`src/rtl/cond_logic_pkg.sv`:
```
// Shared constants for the condition/flag logic: ARM condition codes,
// NZCV bit positions and FlagW write-select encodings.
package cond_logic_pkg;

    typedef enum logic [3:0] {
        COND_EQ = 4'b0000,
        COND_NE = 4'b0001,
        COND_CS = 4'b0010,
        COND_CC = 4'b0011,
        COND_MI = 4'b0100,
        COND_PL = 4'b0101,
        COND_VS = 4'b0110,
        COND_VC = 4'b0111,
        COND_HI = 4'b1000,
        COND_LS = 4'b1001,
        COND_GE = 4'b1010,
        COND_LT = 4'b1011,
        COND_GT = 4'b1100,
        COND_LE = 4'b1101,
        COND_AL = 4'b1110,
        COND_NV = 4'b1111
    } cond_e;

    localparam int unsigned FLAG_N = 3;
    localparam int unsigned FLAG_Z = 2;
    localparam int unsigned FLAG_C = 1;
    localparam int unsigned FLAG_V = 0;

    typedef enum logic [1:0] {
        FW_NONE = 2'b00,
        FW_CV   = 2'b01,
        FW_NZ   = 2'b10,
        FW_ALL  = 2'b11
    } flagw_e;

endpackage

```
`src/rtl/cond_logic_cond_check.sv`:
```
// Pure combinational ARM condition evaluation of a 4-bit condition field
// against the stored NZCV flags.
module cond_check
    import cond_logic_pkg::*;
#(
    parameter int unsigned COND_W = 4,
    parameter int unsigned FLAG_W = 4
) (
    input  logic [COND_W-1:0] Cond,
    input  logic [FLAG_W-1:0] Flags,
    output logic              CondEx
);

    logic n, z, c, v;
    logic base;

    assign n = Flags[FLAG_N];
    assign z = Flags[FLAG_Z];
    assign c = Flags[FLAG_C];
    assign v = Flags[FLAG_V];

    // Codes come in true/inverted pairs: evaluate the even member, then
    // invert on Cond[0]. NV therefore falls out as the inverse of AL.
    always_comb begin
        base = 1'b0;
        case (Cond[3:1])
            3'b000:  base = z;
            3'b001:  base = c;
            3'b010:  base = n;
            3'b011:  base = v;
            3'b100:  base = c & ~z;
            3'b101:  base = n ~^ v;
            3'b110:  base = ~z & (n ~^ v);
            3'b111:  base = 1'b1;
            default: base = 1'b0;
        endcase
        CondEx = base ^ Cond[0];
    end

endmodule

```
`src/rtl/cond_logic.sv`:
```
// Flag register and write gating for the ARM condition unit.
// Optional macro COND_NOWRITE_EN: suppress RegWrite for compare-type ops.
module cond_logic
    import cond_logic_pkg::*;
#(
    parameter int unsigned FLAG_W = 4,
    parameter int unsigned COND_W = 4
) (
    input  logic              clk,
    input  logic              reset,
    input  logic [COND_W-1:0] Cond,
    input  logic [FLAG_W-1:0] ALUFlags,
    input  logic [1:0]        FlagW,
    input  logic              PCS,
    input  logic              RegW,
    input  logic              MemW,
    input  logic              NoWrite,
    input  logic              Stall,
    output logic              PCSrc,
    output logic              RegWrite,
    output logic              MemWrite,
    output logic              CondEx,
    output logic [FLAG_W-1:0] Flags
);

    logic [1:0] flags_nz;
    logic [1:0] flags_cv;
    logic       wr_en;
    logic       wr_nz;
    logic       wr_cv;

    cond_check #(
        .COND_W (COND_W),
        .FLAG_W (FLAG_W)
    ) u_cond_check (
        .Cond   (Cond),
        .Flags  (Flags),
        .CondEx (CondEx)
    );

    assign wr_en = CondEx & ~Stall;
    assign wr_nz = wr_en & FlagW[1];
    assign wr_cv = wr_en & FlagW[0];

    // An unknown enable fails the if-test, so the half simply holds.
    always_ff @(posedge clk or posedge reset) begin
        if (reset) begin
            flags_nz <= '0;
        end else if (wr_nz) begin
            flags_nz <= ALUFlags[FLAG_N:FLAG_Z];
        end
    end

    always_ff @(posedge clk or posedge reset) begin
        if (reset) begin
            flags_cv <= '0;
        end else if (wr_cv) begin
            flags_cv <= ALUFlags[FLAG_C:FLAG_V];
        end
    end

    assign Flags    = {flags_nz, flags_cv};
    assign PCSrc    = PCS  & wr_en;
    assign MemWrite = MemW & wr_en;

`ifdef COND_NOWRITE_EN
    assign RegWrite = RegW & wr_en & ~NoWrite;
`else
    logic unused_nowrite;
    assign unused_nowrite = NoWrite;
    assign RegWrite = RegW & wr_en;
`endif

endmodule
```
`config.mk`:
```
export PLATFORM = sky130hd
export DESIGN_NAME = cond_logic
export DESIGN_NICKNAME = d
export VERILOG_FILES = /design/src/rtl/cond_logic_pkg.sv /design/src/rtl/cond_logic_cond_check.sv /design/src/rtl/cond_logic.sv
export SDC_FILE = /design/constraint.sdc
export NUM_CORES = 1
export LEC_CHECK = 0
export BUFFER_PORTS_ARGS = -buffer_cell sky130_fd_sc_hd__clkbuf_2
export CAP_MARGIN = 20
export CORE_MARGIN = 2
export CORE_UTILIZATION = 30
export CTS_BUF_LIST = sky130_fd_sc_hd__clkbuf_8
export DETAILED_ROUTE_END_ITERATION = 6
export HOLD_SLACK_MARGIN = 0.1
export SKIP_LAST_GASP = 1
export SLEW_MARGIN = 30
export SYNTH_ARGS = -nofsm -noshare
export SYNTH_HDL_FRONTEND = slang
export SYNTH_SLANG_ARGS = --single-unit
```
`constraint.sdc`:
```
create_clock -name clk -period 2.3 [get_ports clk]
set_input_delay 0.23 -clock clk [delete_from_list [all_inputs] [get_ports clk]]
set_output_delay 0.23 -clock clk [all_outputs]
set_load 0.02 [all_outputs]
```
# After elaboration in Yosys (flattened, before gate mapping)
# Index checks and enable logic that the tools add are counted.
[totals]
ff_bits = 4
latchBits = 0
ramBits = 0
mem_bits_ro = 0
input_bits = 17
elab_cells = 23
mem_count = 0
[op_classes]
add_sub_neg = 0
multipliers = 0
div_mod_pow = 0
order_cmp = 0
eq_ne = 7
n_shift = 0
n_mux = 1
n_bitwise = 12
n_reduce_logical = 1
[ops]
columns = ["cell", "count"]
rows = [
  ["3-bit == test (second input constant)", 4],
  ["1-bit AND", 8],
  ["1-bit one-hot mux with 8 select lines", 1],
  ["3-bit by 2-bit == test with 1-bit output (second input constant)", 2],
  ["3-bit by 1-bit == test with 1-bit output (second input constant)", 1],
  ["3-bit zero test", 1],
  ["1-bit NOT", 2],
  ["1-bit bitwise XNOR", 1],
  ["1-bit XOR", 1],
]

# Depth between registers and ports, before layout
[logic_depth]
depth_word = 6
mapped_depth = 6
depth_no_buf = 5

# Hierarchy
# A second synthesis with hierarchy kept.
[unflattened]
cells_unflattened = 28
area_unflattened_um2 = 277.8
[by_module_without_submodules]
columns = ["mod", "instances", "cells_each", "area_per_inst_um2"]
rows = [
  ["cond_logic", 1, 15, 191.4],
  ["cond_check", 1, 13, 86.3],
]

# Least setup slack after synthesis
# Ideal clock, no wire load.
[synth_path]
kind = "register to output"
start = "reg flags_nz[1]"
end = "out MemWrite"
arrival_ps = 1742
t_required_ps = 2070
slack_ps = 328
stages_incl_launch_ff = 6
path_buffers = 0
cell_sequence = "dfrtp_1 > o2bb2ai_1 > a22oi_2 > a31oi_4 > xnor2_2 > nor3b_1"
[synth_between]
elab_chain_cells = 6
[synth_lines]
columns = ["element", "line_no", "rtl"]
rows = [
  ["from (decl)", "cond_logic.sv:26", "logic [1:0] flags_nz;"],
  ["from (signal assigned)", "cond_logic.sv:50", "flags_nz <= ALUFlags[FLAG_N:FLAG_Z];"],
  ["1-bit bitwise XNOR", "cond_logic_cond_check.sv:32, cond_logic_cond_check.sv:33", ""],
  ["1-bit AND", "cond_logic_cond_check.sv:33", "3'b110: base = ~z & (n ~^ v);"],
  ["1-bit one-hot mux with 8 select lines (*)", "cond_logic_cond_check.sv:26", "case (Cond[3:1])"],
  ["1-bit XOR (*)", "cond_logic_cond_check.sv:37", "CondEx = base ^ Cond[0];"],
  ["1-bit AND (*)", "cond_logic.sv:41", "assign wr_en = CondEx & ~Stall;"],
  ["1-bit AND (*)", "cond_logic.sv:64", "assign MemWrite = MemW & wr_en;"],
  ["to (decl)", "cond_logic.sv:21", "output logic MemWrite,"],
]
# Every way passes the cells marked *; elsewhere a longest branch is shown, timed or not.

# Worst setup path in the final report
[layout_path]
start = "reg flags_nz[1]"
end = "out PCSrc"
[layout_between]
elab_chain_cells = 6
[layout_lines]
columns = ["element", "line_no", "rtl"]
rows = [
  ["1-bit bitwise XNOR", "cond_logic_cond_check.sv:32, cond_logic_cond_check.sv:33", ""],
  ["1-bit AND", "cond_logic_cond_check.sv:33", ""],
  ["1-bit one-hot mux with 8 select lines (*)", "cond_logic_cond_check.sv:26", ""],
  ["1-bit XOR (*)", "cond_logic_cond_check.sv:37", ""],
  ["1-bit AND (*)", "cond_logic.sv:41", ""],
  ["1-bit AND (*)", "cond_logic.sv:63", "assign PCSrc = PCS & wr_en;"],
  ["to (decl)", "cond_logic.sv:19", "output logic PCSrc,"],
]
# Marked as above.

==> results by group <==
Final layout
  • Most frequent cells in the layout: sky130_fd_sc_hd__clkbuf_2, sky130_fd_sc_hd__inv_1, sky130_fd_sc_hd__nand4_1
  • Growth of design area from synthesis to finish: 40.7%
  • Total area of multi-input combinational cells: 308 sq um
  • Fraction of layout instances using a drive strength above 1: 0.480
  • Total inserted antenna cells: 0
  • Final core occ: 0.464
  • # fillers: 144
  • Leading cell type in the layout, fill and taps excluded: sky130_fd_sc_hd__clkbuf_2
  • Number of nets at the end of the flow: 94
  • Register area: 100 sq um

STA
  • Setup TNS Final: 0 ns
  • Maximum clock skew at final layout: 0.00332 ns
  • Normalized max-slew margin: 0.650
  • Worst hold slack across all endpoints: 0.267 ns
  • Setup-violating endpoint count in the final report: 0
  • Worst-margin pin slew: 0.522 ns
  • Fin crit period: 2.15 ns
  • Final critical-path share of the clock period: 0.933
  • Max Freq: 466 MHz
  • Crit path setup slack, layout: 0.155 ns
  • Pins over their slew limit: 0
  • Setup repair after global routing missed its margin: false
  • Final Hold Viols: 0

Floorplanning
  • Area of the placeable core: 0.00135 sq mm
  • Starting density of the core: 0.330
  • Y dimension of the die: 42.5 microns
  • Die width: 42.5 microns
  • I/O pin count: 25
  • Area of the die: 0.00181 sq mm
  • Cell Rows: 13

Worst hold path
  • End point of the worst hold path: flags_cv[0]
  • Hold path startpoint: ALUFlags[0]
  • Hold depth: 3
  • Worst hold path type: primary input to flip-flop

Clock tree
  • Sinks on Clock Net: 4
  • Count of H-tree levels built during CTS: 1
  • Gates resized, CTS repair: 0
  • Cts bufs inserted: 3
  • Clk Latency, worst-skew pair: 0.21 ns
  • Clock slew seen by the registers of the worst setup and hold paths: 0.03 ns
  • Post-CTS repair timing setup buffer count: 0
  • Max clock buf depth: 2
  • Root Buffer: sky130_fd_sc_hd__clkbuf_8
  • TritonCTS clock tree: done

Synthesis
  • Cells taking the most area after synthesis: sky130_fd_sc_hd__dfrtp_1, sky130_fd_sc_hd__o41ai_2, sky130_fd_sc_hd__nand4_1
  • Synthesis warning total: 0
  • Proportion of netlist area held by the largest area contributor: 0.225
  • Number of distinct library cells after synthesis: 19
  • Synthesized instance count: 49
  • Nets in the synthesized netlist: 66
  • Biggest area consumer among synthesized cells: sky130_fd_sc_hd__dfrtp_1
  • FF+latch count, synth: 4
  • Post-Synthesis Mean Instance Area: 9.09 sq um
  • Sequential cell area fraction in the yosys report: 0.225
  • Post-Syn Area: 445 sq um

Route
  • Routed via count: 476
  • Routed length on met2: 534 microns
  • Detailed-routing wirelength on met1: 540 microns
  • First-iteration detailed-routing DRC count: 5
  • Final Routed Wirelength: 1150 microns
  • Average via count per standard cell: 5.29
  • Met3 layer wire length in the routed design: 78 microns
  • Post-detailed-route count of antenna-violating nets: 0
  • First-pass iteration count of the detailed router: 3
  • DRC errors left: 0
  • Max Used Layer: met3
  • Average detailed-routed wire length per instance: 12.8 microns

Placement
  • DP HPWL: 929 microns
  • Minimum setup slack after placement: 0.392 ns
  • Routability cong.: 0.788
  • Number of port buffers: 23

Pwr
  • Max rail drop VDD: 0.562 mV
  • Power density of the placed cells: 1030 mW/mm^2
  • Pleak: 0.312 nW

Critical path
  • Nature of the critical path endpoint: output port
  • Classification of the worst setup path: flip-flop to output port
  • Worst path cell trace: a22o_1 > nand2_1 > a31oi_4 > xnor2_2 > nor3b_1 > clkbuf_2
  • Critical path peak fanout: 8
  • Crit path launch type: flip-flop
  • Crit path arrival time: 1.92 ns
  • Worst endpoint required time: 2.07 ns
  • Critical Path Slowest Stage Cell: sky130_fd_sc_hd__xnor2_2
  • Worst reg2reg startpoint: flags_nz[1]
  • Internal reg-to-reg setup slack: 0.64 ns
  • Endpoint of the most critical register-to-register path: flags_cv[0]
  • Register-to-Register Path Depth: 5
  • Maximum single-stage delay on the critical path: 0.45 ns

Flow run
  • Max-cap violations: 0

Global route
  • Overall track demand over capacity in global routing: 0.146
  • Vias in the first global route: 451
  • Global-route wire length before repair: 2030 microns
  • Initial antenna violation count: 0
  • Maximum number of pins on one net before global-route repair: 11
  • Leftover overflow at the end of global routing: 0

Run status
  • Outcome: finished clean
state kept, by name, summed over array words and instances (netlist names):
signal    count
flags_nz      2
flags_cv      2
power by group:
part / leakage [nW] / internal, mW / switching (mW) / total, mW
combinational: 0.240 / 0.141 / 0.211 / 0.352
clock: 0.0216 / 0.111 / 0.0312 / 0.142
sequential: 0.0499 / 0.105 / 0.0486 / 0.153
worst max path at each step:
stage / endpoint / slack, ns / start
after floorplan: MemWrite / 0.33 / flags_nz[1]
after global placement: PCSrc / 0.42 / flags_nz[1]
after detailed placement: RegWrite / 0.39 / flags_nz[1]
after CTS: PCSrc / 0.16 / flags_nz[1]
after global routing: RegWrite / 0.002 / flags_nz[1]
final: PCSrc / 0.15 / flags_nz[1]
per-stage QoR:
stage                     area [sq um]  cells  total power [mW]
after floorplan                    445     49             0.396
after global placement             576     86             0.502
after detailed placement           576     86             0.508
after CTS                          627     90             0.656
after global routing               627     90             0.700
final                              627     90             0.648
cells by family after synthesis:
logic type	count (synthesis)	synth area share
buffers and inverters	10	0.0843
flip-flops	4	0.225
XOR/XNOR	1	0.0365
AND/OR/NAND/NOR	21	0.270
AO/OA/AOI/OAI	13	0.385
final cells by class:
class                           instances  share of cell area
Inverter                                9              0.0539
Sequential cell                         4               0.160
Tap cell                               15              0.0299
Multi-Input combinational cell         35               0.491
Clock buffer                            3              0.0659
Timing Repair Buffer                   24               0.200
critical path: cells and delay by family (launching register included):
kind,cells,cell delay [ns]
xor gates and xnor gates,1,0.45
DFF,1,0.43
AOI/OAI and AO/OA,2,0.35
and+or+nand+nor,2,0.30
buffers and inverters,1,0.18
what timing repair did:
item	in CTS	in global routing
setup endpoints to repair	0	0
hold buffers	1	0
hold endpoints to repair	4	0
synth_stat cells:
library cell                number
sky130_fd_sc_hd__dfrtp_1         4
sky130_fd_sc_hd__nor3b_1         5
sky130_fd_sc_hd__nand4_1         6
sky130_fd_sc_hd__a22oi_2         1
sky130_fd_sc_hd__clkbuf_1        1
sky130_fd_sc_hd__xnor2_2         1
sky130_fd_sc_hd__o2bb2ai_1       1
sky130_fd_sc_hd__nor2_1          2
sky130_fd_sc_hd__inv_1           9
sky130_fd_sc_hd__a21oi_1         1
sky130_fd_sc_hd__o41ai_2         4
sky130_fd_sc_hd__nand2b_1        2
sky130_fd_sc_hd__a21o_1          1
sky130_fd_sc_hd__nor2b_1         1
sky130_fd_sc_hd__a311o_2         2
sky130_fd_sc_hd__a22o_1          1
sky130_fd_sc_hd__nand2_1         5
sky130_fd_sc_hd__o221a_4         1
sky130_fd_sc_hd__a31oi_4         1
per-layer routing:
metal	global-route usage	vias to the layer above
met5	0	-
met4	0.0188	0
met3	0.0603	0
met2	0.255	15
met1	0.169	221
li1	-	240
Power figures use the tool's default switching activity.
